==> config.mk <==
export PLATFORM = sky130hd
export DESIGN_NAME = serial_bus_arbiter
export DESIGN_NICKNAME = d
export VERILOG_FILES = /design/src/rtl/serial_bus_arbiter.sv
export SDC_FILE = /design/constraint.sdc
export NUM_CORES = 1
export LEC_CHECK = 0
export BUFFER_PORTS_ARGS = -buffer_cell sky130_fd_sc_hd__buf_4
export CORE_AREA = 2 2 39 41
export DETAILED_ROUTE_END_ITERATION = 7
export DIE_AREA = 0 0 41 43
export PLACE_DENSITY_LB_ADDON = 0.1
export SLEW_MARGIN = 10
export SYNTH_ARGS = -nofsm -noshare
export SYNTH_HDL_FRONTEND = slang
export SYNTH_SLANG_ARGS = --single-unit
==> constraint.sdc <==
create_clock -name clk -period 1.8 [get_ports clk]
set_input_delay 0.27 -clock clk [delete_from_list [all_inputs] [get_ports clk]]
set_output_delay 0.27 -clock clk [all_outputs]
set_load 0.01 [all_outputs]
==> src/rtl/serial_bus_arbiter.sv <==
// Round-robin arbiter for the shared serial bus with turnaround cycle and one parked split.
// Optional grant-hold timeout is compiled in with `define ARB_TIMEOUT_EN.
module serial_bus_arbiter #(
  parameter int NUM_INIT = 2,
  parameter int IDX_W    = (NUM_INIT > 2) ? $clog2(NUM_INIT) : 1,
  parameter int TIMEOUT  = 255
) (
  input  logic                clk,
  input  logic                rst_n,
  input  logic [NUM_INIT-1:0] arb_req,
  input  logic                target_split,
  input  logic                split_resume,
  output logic [NUM_INIT-1:0] arb_grant,
  output logic [IDX_W-1:0]    grant_idx,
  output logic                bus_busy,
  output logic                split_pending,
  output logic                split_err,
  output logic                timeout
);

  typedef enum logic [1:0] {IDLE, GRANT, TURN} state_t;

  state_t              state_q, state_n;
  logic [NUM_INIT-1:0] grant_q, grant_n;
  logic [IDX_W-1:0]    idx_q, idx_n;
  logic                busy_q;
  logic                sp_q, sp_n;
  logic [IDX_W-1:0]    sid_q, sid_n;
  logic [IDX_W-1:0]    rr_q, rr_n;
  logic                rf_q, rf_n;
  logic                serr_q, serr_n;
  logic [NUM_INIT-1:0] req_m;
  logic [IDX_W:0]      cand;
  logic [IDX_W-1:0]    win;
  logic                win_vld;
`ifdef ARB_TIMEOUT_EN
  logic [7:0]          cnt_q, cnt_n;
  logic                tout_q, tout_n;
`endif

  function automatic logic [NUM_INIT-1:0] onehot(input logic [IDX_W-1:0] i);
    onehot    = '0;
    onehot[i] = 1'b1;
  endfunction

  // The parked split initiator is invisible to round-robin until resumed.
  assign req_m = arb_req & ~(sp_q ? onehot(sid_q) : '0);

  // Scan from rr_ptr+1 upward; iterating backwards lets the nearest hit win.
  always_comb begin
    win_vld = 1'b0;
    win     = '0;
    cand    = '0;
    for (int i = NUM_INIT; i >= 1; i--) begin
      cand = {1'b0, rr_q} + (IDX_W+1)'(i);
      if (cand >= (IDX_W+1)'(NUM_INIT)) cand = cand - (IDX_W+1)'(NUM_INIT);
      if (req_m[cand[IDX_W-1:0]]) begin
        win_vld = 1'b1;
        win     = cand[IDX_W-1:0];
      end
    end
  end

  always_comb begin
    state_n = state_q;
    grant_n = grant_q;
    idx_n   = idx_q;
    sp_n    = sp_q;
    sid_n   = sid_q;
    rr_n    = rr_q;
    rf_n    = rf_q | (sp_q & split_resume);
    serr_n  = 1'b0;
`ifdef ARB_TIMEOUT_EN
    cnt_n   = cnt_q;
    tout_n  = 1'b0;
`endif
    case (state_q)
      IDLE: begin
        if (sp_q && rf_q) begin
          grant_n = onehot(sid_q);
          idx_n   = sid_q;
          sp_n    = 1'b0;
          rf_n    = 1'b0;
          state_n = GRANT;
`ifdef ARB_TIMEOUT_EN
          cnt_n   = '0;
`endif
        end else if (win_vld) begin
          grant_n = onehot(win);
          idx_n   = win;
          rr_n    = win;
          state_n = GRANT;
`ifdef ARB_TIMEOUT_EN
          cnt_n   = '0;
`endif
        end
      end
      GRANT: begin
        if (target_split) begin
          if (sp_q) serr_n = 1'b1;
          else begin
            sp_n  = 1'b1;
            sid_n = idx_q;
          end
          grant_n = '0;
          state_n = TURN;
        end else if (!arb_req[idx_q]) begin
          grant_n = '0;
          state_n = TURN;
        end else begin
`ifdef ARB_TIMEOUT_EN
          cnt_n = cnt_q + 8'd1;
          if (cnt_n == 8'(TIMEOUT)) begin
            tout_n  = 1'b1;
            grant_n = '0;
            state_n = TURN;
          end
`endif
        end
      end
      default: state_n = IDLE;
    endcase
  end

  always_ff @(posedge clk) begin
    if (!rst_n) begin
      state_q <= IDLE;
      grant_q <= '0;
      idx_q   <= '0;
      busy_q  <= 1'b0;
      sp_q    <= 1'b0;
      sid_q   <= '0;
      rr_q    <= IDX_W'(NUM_INIT - 1);
      rf_q    <= 1'b0;
      serr_q  <= 1'b0;
`ifdef ARB_TIMEOUT_EN
      cnt_q   <= '0;
      tout_q  <= 1'b0;
`endif
    end else begin
      state_q <= state_n;
      grant_q <= grant_n;
      idx_q   <= idx_n;
      busy_q  <= |grant_n;
      sp_q    <= sp_n;
      sid_q   <= sid_n;
      rr_q    <= rr_n;
      rf_q    <= rf_n;
      serr_q  <= serr_n;
`ifdef ARB_TIMEOUT_EN
      cnt_q   <= cnt_n;
      tout_q  <= tout_n;
`endif
    end
  end

  assign arb_grant     = grant_q;
  assign grant_idx     = idx_q;
  assign bus_busy      = busy_q;
  assign split_pending = sp_q;
  assign split_err     = serr_q;
`ifdef ARB_TIMEOUT_EN
  assign timeout       = tout_q;
`else
  assign timeout       = 1'b0;
`endif

endmodule

### Word level (Yosys, flattened, before mapping)

Cells that the tools add are included.

* flip-flop bits (word level): 11
* output and inout port bits: 7

* add/subtract/negate cells: 4
* order comparisons: 9
* equal/unequal tests: 5
* mux-type cells: 35
* bitwise gates (word level): 6
* reductions and logical operators: 13

Operator list (count)
* 1-bit 2-to-1 mux: 21
* 2-bit 2-to-1 mux: 9
* 3-bit AND reduction: 4
* 1-bit by 2-bit less-than comparator with 1-bit output (second input constant): 5
* 2-bit one-hot mux with 2 select lines: 2
* 3-bit inequality test (second input constant): 2
* 2-bit greater-or-equal comparator (second input constant): 2
* 2-bit inequality test (second input constant): 2
* 2-bit AND reduction: 2
* 2-bit nonzero test: 2
* 1-bit logical AND: 3
* 1-bit by 1-bit adder with 2-bit output (second input constant): 1
* 1-bit by 2-bit adder with 2-bit output (second input constant): 1
* 2-bit bitwise AND: 1
* 1-bit demux with 1-bit select: 2
* 2-bit by 1-bit equality test with 1-bit output (second input constant): 1
* 1-bit greater-or-equal comparator (second input constant): 2
* 2-bit logical NOT: 1
* 1-bit NOT: 2
* 2-bit NOT: 1
* 1-bit one-hot mux with 2 select lines: 1
* 2-bit OR reduction: 1
* 1-bit subtractor (second input constant): 2
* 1-bit bitwise AND: 1
* 1-bit bitwise OR: 1

### Depth between registers and ports, before layout

Gate-level depths: netlist (run 1).

* depth in word-level cells: 19
* depth in mapped cells: 6
* mapped depth without buffers: 5

### Worst setup path after synthesis (run 1)

OpenSTA, ideal clock, no wires.

* path kind: register to register
* start: reg sp_q (netlist: split_pending)
* end: reg busy_q (netlist: bus_busy)
* setup time: 0.062 ns
* arrival time: 1.281 ns
* required time: 1.738 ns
* path slack: 0.456 ns
* stages on the path, launching flop included: 7
* buffers on the path: 1
* clock period less this slack: 1.344 ns
* cell sequence: dfxtp_1 buf_2 nor3_1 a211oi_1 nor2_1 o32ai_2 nand3b_1

* cells in the longest elaborated chain, start to end: 15
* elaborated cells between the ends (all ways): 21

RTL lines
* start, declared: RTL line 27 `logic sp_q, sp_n;`
* start signal, assigned: RTL line 145 `sp_q <= sp_n;`
* 2-bit 2-to-1 mux: RTL line 47 `assign req_m = arb_req & ~(sp_q ? onehot(sid_q) : '0);`
* 2-bit NOT: RTL line 47
* 2-bit bitwise AND: RTL line 47
* 1-bit 2-to-1 mux (implied by the code) (2 in a row): RTL line 57 `if (req_m[cand[IDX_W-1:0]]) begin`
* 1-bit 2-to-1 mux (2 in a row): RTL line 57
* 1-bit by 2-bit less-than comparator with 1-bit output (implied by the code) / 1-bit greater-or-equal comparator (equally long branches): RTL line 43 `onehot[i] = 1'b1;`
* 1-bit logical AND (implied by the code): RTL line 43
* 1-bit 2-to-1 mux (implied by the code): RTL line 43
* 1-bit demux with 1-bit select: RTL line 43
* 2-bit 2-to-1 mux: RTL line 88 `end else if (win_vld) begin`
* 2-bit 2-to-1 mux (*): RTL line 79 `if (sp_q && rf_q) begin`
* 2-bit one-hot mux with 2 select lines (*): RTL line 77 `case (state_q)`
* 2-bit OR reduction (*): RTL line 144 `busy_q <= |grant_n;`
* end signal, assigned: RTL line 144
* end, declared: RTL line 26 `logic busy_q;`

Mark *: on every way between the ends. The rest lies on a longest branch, timed or not. The select of a mux whose other input is x is not followed.
A chain may end at the register's enable or synchronous reset.

### Worst setup path after layout (run 1)

Same ends and word-level chain as after synthesis.

==> results of run 1 <==
## registers in the layout (all words and copies together) (netlist names)
signal,count
split_pending,1
arb_grant,2
bus_busy,1
rr_q,1
rf_q,1
state_q,2
split_err,1
grant_idx,1
sid_q,1
## through the flow
step	std cells	util [%]	hold slack, ns	instance area [um^2]
2_1_floorplan	65	-	0.349	543
3_3_place_gp	89	45.5	0.507	629
3_5_place_dp	89	45.5	0.507	629
4_1_cts	93	47.4	0.243	656
5_1_grt	93	47.4	0.245	656
6_report	93	47.4	0.244	656
## where the power goes
part,leakage (uW),total (uW),switching (uW),internal (uW)
Combinational,0.000175,139,68.7,70.8
Clock,0.0000150,173,87.4,85.9
Sequential,0.0000904,300,30.5,270
Total,0.000280,613,187,426
## area by class of cell
type                       count  area [um^2]
clock buffer                   4         26.3
fill                         141          728
sequential                    11          220
tap                           16         20.0
multi-input combinational     49          299
timing repair buffer          11         82.6
inverter                       2         7.51
## worst max-delay path, stage by stage (launching register included)
cell and delay [ns]:
dfxtp_1 0.54, nor3_1 0.13, a211oi_1 0.27, nor2_1 0.08, o32ai_2 0.27, nand3b_1 0.13
## path summary, 6_finish.rpt
kind	start	endpoint	cells after the start
worst min register to register	arb_grant[0]$_SDFF_PN0_	arb_grant[0]$_SDFF_PN0_	2
worst min-delay path	split_resume	rf_q$_SDFF_PN0_	3
worst max-delay path	split_pending$_SDFFE_PN0P_	bus_busy$_SDFF_PN0_	5
worst max register to register	split_pending$_SDFFE_PN0P_	bus_busy$_SDFF_PN0_	5
## synth_stat cells
| library cell | n |
|---|---|
| a22oi_1 | 1 |
| a21boi_0 | 1 |
| buf_2 | 1 |
| a211oi_1 | 1 |
| a21oi_1 | 7 |
| clkbuf_1 | 1 |
| o32ai_2 | 1 |
| o21ai_1 | 1 |
| and2b_1 | 1 |
| nor3b_1 | 2 |
| o211ai_1 | 1 |
| mux2i_1 | 4 |
| o21bai_1 | 1 |
| o221ai_1 | 1 |
| nand3b_1 | 2 |
| conb_1 | 1 |
| inv_1 | 2 |
| o21ai_0 | 2 |
| nor2b_1 | 5 |
| nand2b_1 | 2 |
| dfxtp_1 | 11 |
| buf_4 | 1 |
| nor2_1 | 6 |
| nor3_1 | 1 |
| nand3_1 | 3 |
| nand2_1 | 5 |
## cells by family after synthesis
group           Yosys count
flops                    11
buf+inv                   5
other cells               1
simple gates             27
mux                       4
compound gates           17
## metal layers
metal | vias to the layer above | part of all wire, % | GRT usage (%)
li1 | 249 | - | -
met1 | 217 | 47 | 18.2
met2 | 17 | 46 | 22.2
met3 | 4 | 5.0 | 7.85
met4 | 0 | 2.2 | 13.3
met5 | - | 0 | 0
==> results.txt, run 1 <==
clock sink total: 11
min Tclk post-route: 1.49 ns
Lkg Pwr: 0.000280 uW
Hold WC Path Type: in2reg
First DRT Iteration DRCs: 18
Post-Syn Nets: 71
Mapped Area: 543 um^2
PnR worst setup slack: 0.313 ns
syn avg cell area: 8.35 um^2
# diodes: 0
Vias/cell: 5.24
mux contribution to synthesized area: 7.37%
final setup TNS: 0 ns
DIE HEIGHT: 43 um
Synth Area in XOR/XNOR: 0%
Critical Path AT: 1.70 ns
Ys Warns: 0
Max Cap Viol: 0
GRT Total Usage: 16.3%
# IOs: 13
cells after synthesis: 65
gr ovfl total: 0
antenna-violating nets left: 0
Required @ worst endpoint: 2.02 ns
H-tree levels: 1
CTS resizes: 0
global-route wire length before repair: 1820 um
Post-Synth Adder-Cell Area: 0%
Core Area: 1380 um^2
layout cells sized above 1: 19.5%
Hold Buf Count CTS: 0
number of setup buffers added after CTS: 0
Tcrit/Tclk final: 82.6%
largest family of logic cells by synthesized area: simple AND/OR/NAND/NOR gates
Synth cell types: 26
critical path type: reg2reg
reg2reg setup slack: 0.31 ns
TritonCTS Buffers: 3
Post-Synth Simple-Gate Area: 26.3%
Initial Util: 39.2%
top cells by area, synth: dfxtp_1, mux2i_1, a21oi_1
Seq cells post-synth: 11
TritonCTS clock tree: done
vias in the first global route: 449
clock latency on the worst-skew pair: 0.27 ns
DRC: 0
site row count: 14
startpoint types: register
CTS clk-pin slew, worst paths: 0.07 ns
Setup WS pre-CTS: 0.382 ns
outcome: completed
crit-path max FO: 13
Compound-Gate Fraction of Synth Area: 20.7%
power per cell area: 935 nW/um^2
Clock Tree Buf Depth: 2
Fmax achieved: 672 MHz
number of endpoints failing setup at the final stage: 0
DIE WIDTH: 41 um
Nets: 84
Final GP Congestion: 0.854
clock skew: 0.00314 ns
area delta synth->final: 20.7%
commonest cells after routing, fill and taps aside: dfxtp_1, buf_4, a21oi_1
register area share after synthesis: 40.6%
HPWL after DPL: 806 um
worst vdd ir: 0.000486 V
die area: 1760 um^2
Final Power: 613 uW
largest net degree at the start of global routing: 14
IO buf count: 11
max-slew violations: 0
RSZ-0062 raised after global routing: no
WL/cell: 12.5 um
initial antenna violation count: 0
CP Capture Type: register
Post-Route WL: 1160 um
Root Driver: clkbuf_4
endpoints failing hold: 0
Yosys top cell area share: 40.6%
Pre-antenna DRT Iters: 4
Synth area leader: dfxtp_1
via count: 487
Note: power is estimated with default switching activity, not from simulation.
==> run 2: changes to the inputs <==
Clock period 1.8 ns to 1.32 ns, I/O delays scaled along.
==> run 2 against run 1 <==
Effect of this change:
- global-route usage grew 0.99 points
- combinational power rose by 84%
- fmax increased by 17%
- largest power group unchanged
==> results.txt, run 2 (synthesis results as in run 1) <==
CP Capture Type: register
cell internal pwr: 625 uW (+47%)
Tcrit/Tclk final: 96.2% (+14 points)
Clock Tree Buf Depth: 2 (unchanged)
initial antenna violation count: 0 (unchanged)
Final GP Congestion: 0.848 (-0.63%)
DRC: 0 (unchanged)
Cell Count, Final, Fillers Out: 102 (+9.7%)
clock sink total: 11 (unchanged)
PnR worst setup slack: 0.0502 ns (-0.263 ns)
Pre-antenna DRT Iters: 4 (unchanged)
Nets: 93 (+11%)
Critical Path AT: 1.49 ns (-0.21 ns)
# IOs: 13 (unchanged)
Fmax achieved: 788 MHz (+17%)
Hold WC Path Type: in2reg
via count: 539 (+11%)
critical path launch point: split_pending$_SDFFE_PN0P_
antenna-violating nets left: 0 (unchanged)
Seq. cell area: 229 um^2 (+4.0%)
DP Area: 689 um^2 (+9.5%)
Net Sw Power: 279 uW (+50%)
Clk pwr share: 27.1% (-1.2 points)
hold_sp: split_resume
vias in the first global route: 506 (+13%)
reg2reg setup slack: 0.05 ns (-0.26 ns)
power per cell area: 1170 nW/um^2 (+26%)
min Tclk post-route: 1.27 ns (-0.217 ns)
post-route design area: 771 um^2 (+18%)
Critical-path top delay cell: dfxtp_4
TritonCTS Buffers: 3 (unchanged)
commonest non-fill, non-tap cell in the layout: buf_4
Min Hold Slack: 0.156 ns (-0.0872 ns)
gr ovfl total: 0 (unchanged)
number of endpoints failing setup at the final stage: 0 (unchanged)
CP cell instances: nor3b_2, o21ai_2, nand2_2, o32ai_2, nand3b_1
Core Area: 1380 um^2 (unchanged)
global-route wire length before repair: 2020 um (+11%)
H-tree levels: 1 (unchanged)
critical path type: reg2reg
Comb pwr share: 28.3% (+5.5 points)
startpoint types: register
DIE WIDTH: 41 um (unchanged)
DIE HEIGHT: 43 um (unchanged)
clock skew: 0.00752 ns (+0.00437 ns)
Reg power frac: 44.6% (-4.4 points)
worst vdd ir: 0.000614 V (+26%)
Required @ worst endpoint: 1.54 ns (-0.48 ns)
Post-Route WL: 1320 um (+13%)
Initial Util: 39.2% (unchanged)
layout cells sized above 1: 40.7% (+21 points)
area delta synth->final: 41.9%
outcome: completed
layout filler cell count: 140 (-0.71%)
max-slew violations: 0 (unchanged)
TritonCTS clock tree: done
Max Cap Viol: 0 (unchanged)
Vias/cell: 5.28 (+0.91%)
endpoints failing hold: 0 (unchanged)
Root Driver: clkbuf_4
die area: 1760 um^2 (unchanged)
WL/cell: 12.9 um (+3.4%)
# diodes: 0 (unchanged)
max incr delay on CP: 0.38 ns (-0.16 ns)
largest net degree at the start of global routing: 10 (-4)
CTS clk-pin slew, worst paths: 0.08 ns (about the same)
commonest cells after routing, fill and taps aside: buf_4, dfxtp_1, nor2_1, a21oi_1, nor2b_1
Setup WS pre-CTS: -0.00800 ns (-0.390 ns)
IO buf count: 11 (unchanged)
reg2reg start: split_pending$_SDFFE_PN0P_
First DRT Iteration DRCs: 7 (-11)
HPWL after DPL: 918 um (+14%)
site row count: 14 (unchanged)
placed cells: 97 (+9.0%)
multi-input logic area: 338 um^2 (+13%)
GRT Total Usage: 17.3% (+0.99 points)
crit-path max FO: 7 (-6)
Sw Ratio: 30.9% (+0.44 points)
clock latency on the worst-skew pair: 0.28 ns (about the same)
Lkg Pwr: 0.000337 uW (+20%)
run 2: changes by cell type in the layout (fill, tap and decap cells not counted), sizes merged:
cell	delta
buf	+9
run 2: layout make-up:
cell class | instances | area share (%)
clock buffers | 4 | 3.41
inverters | 2 | 0.974
multi-input cells | 49 | 43.8
flip-flops and latches | 11 | 29.7
well taps | 16 | 2.60
repair buffers | 20 | 19.5
run 2: worst paths after layout:
check                           cells past startpoint                  end
worst max-delay path                                5  bus_busy$_SDFF_PN0_
worst min-delay path                                3      rf_q$_SDFF_PN0_
worst max register to register                      5  bus_busy$_SDFF_PN0_
worst min register to register                      2    rr_q$_SDFFE_PN1P_
run 2: power groups by stage:
stage / logic [uW] / registers [uW] / clock network [uW]
6_report: 256 / 403 / 245
5_1_grt: 283 / 408 / 267
4_1_cts: 239 / 402 / 248
3_5_place_dp: 233 / 409 / 0
3_3_place_gp: 234 / 410 / 0
2_1_floorplan: 129 / 406 / 0
run 2: per-layer routing:
metal	up-vias	GRT usage, %	wire length (um)
met3	7	4.71	61
met1	252	22.4	608
met2	13	23.8	588
met4	0	12.0	59
li1	267	-	-
met5	-	0	0
run 2: critical path: cells and delay by family, from the launching register on:
kind,cells,cell delay (ns)
AOI/OAI and AO/OA,2,0.45
and+or+nand+nor,3,0.38
DFF,1,0.38
run 2: through the flow:
stage | setup TNS (ns) | util [%] | total power (uW)
6_report | 0 | 55.7 | 904
5_1_grt | -0.0141 | 55.7 | 958
4_1_cts | 0 | 52.5 | 889
3_5_place_dp | -0.00800 | 49.8 | 641
3_3_place_gp | -0.0152 | 49.8 | 643
2_1_floorplan | 0 | - | 535
run 2: repair_timing:
action,in CTS,in global routing
hold buffers,0,0
endpoints found under the setup margin,1,4
pin swaps,3,4
resized for setup,2,12
buffers inserted,1,0
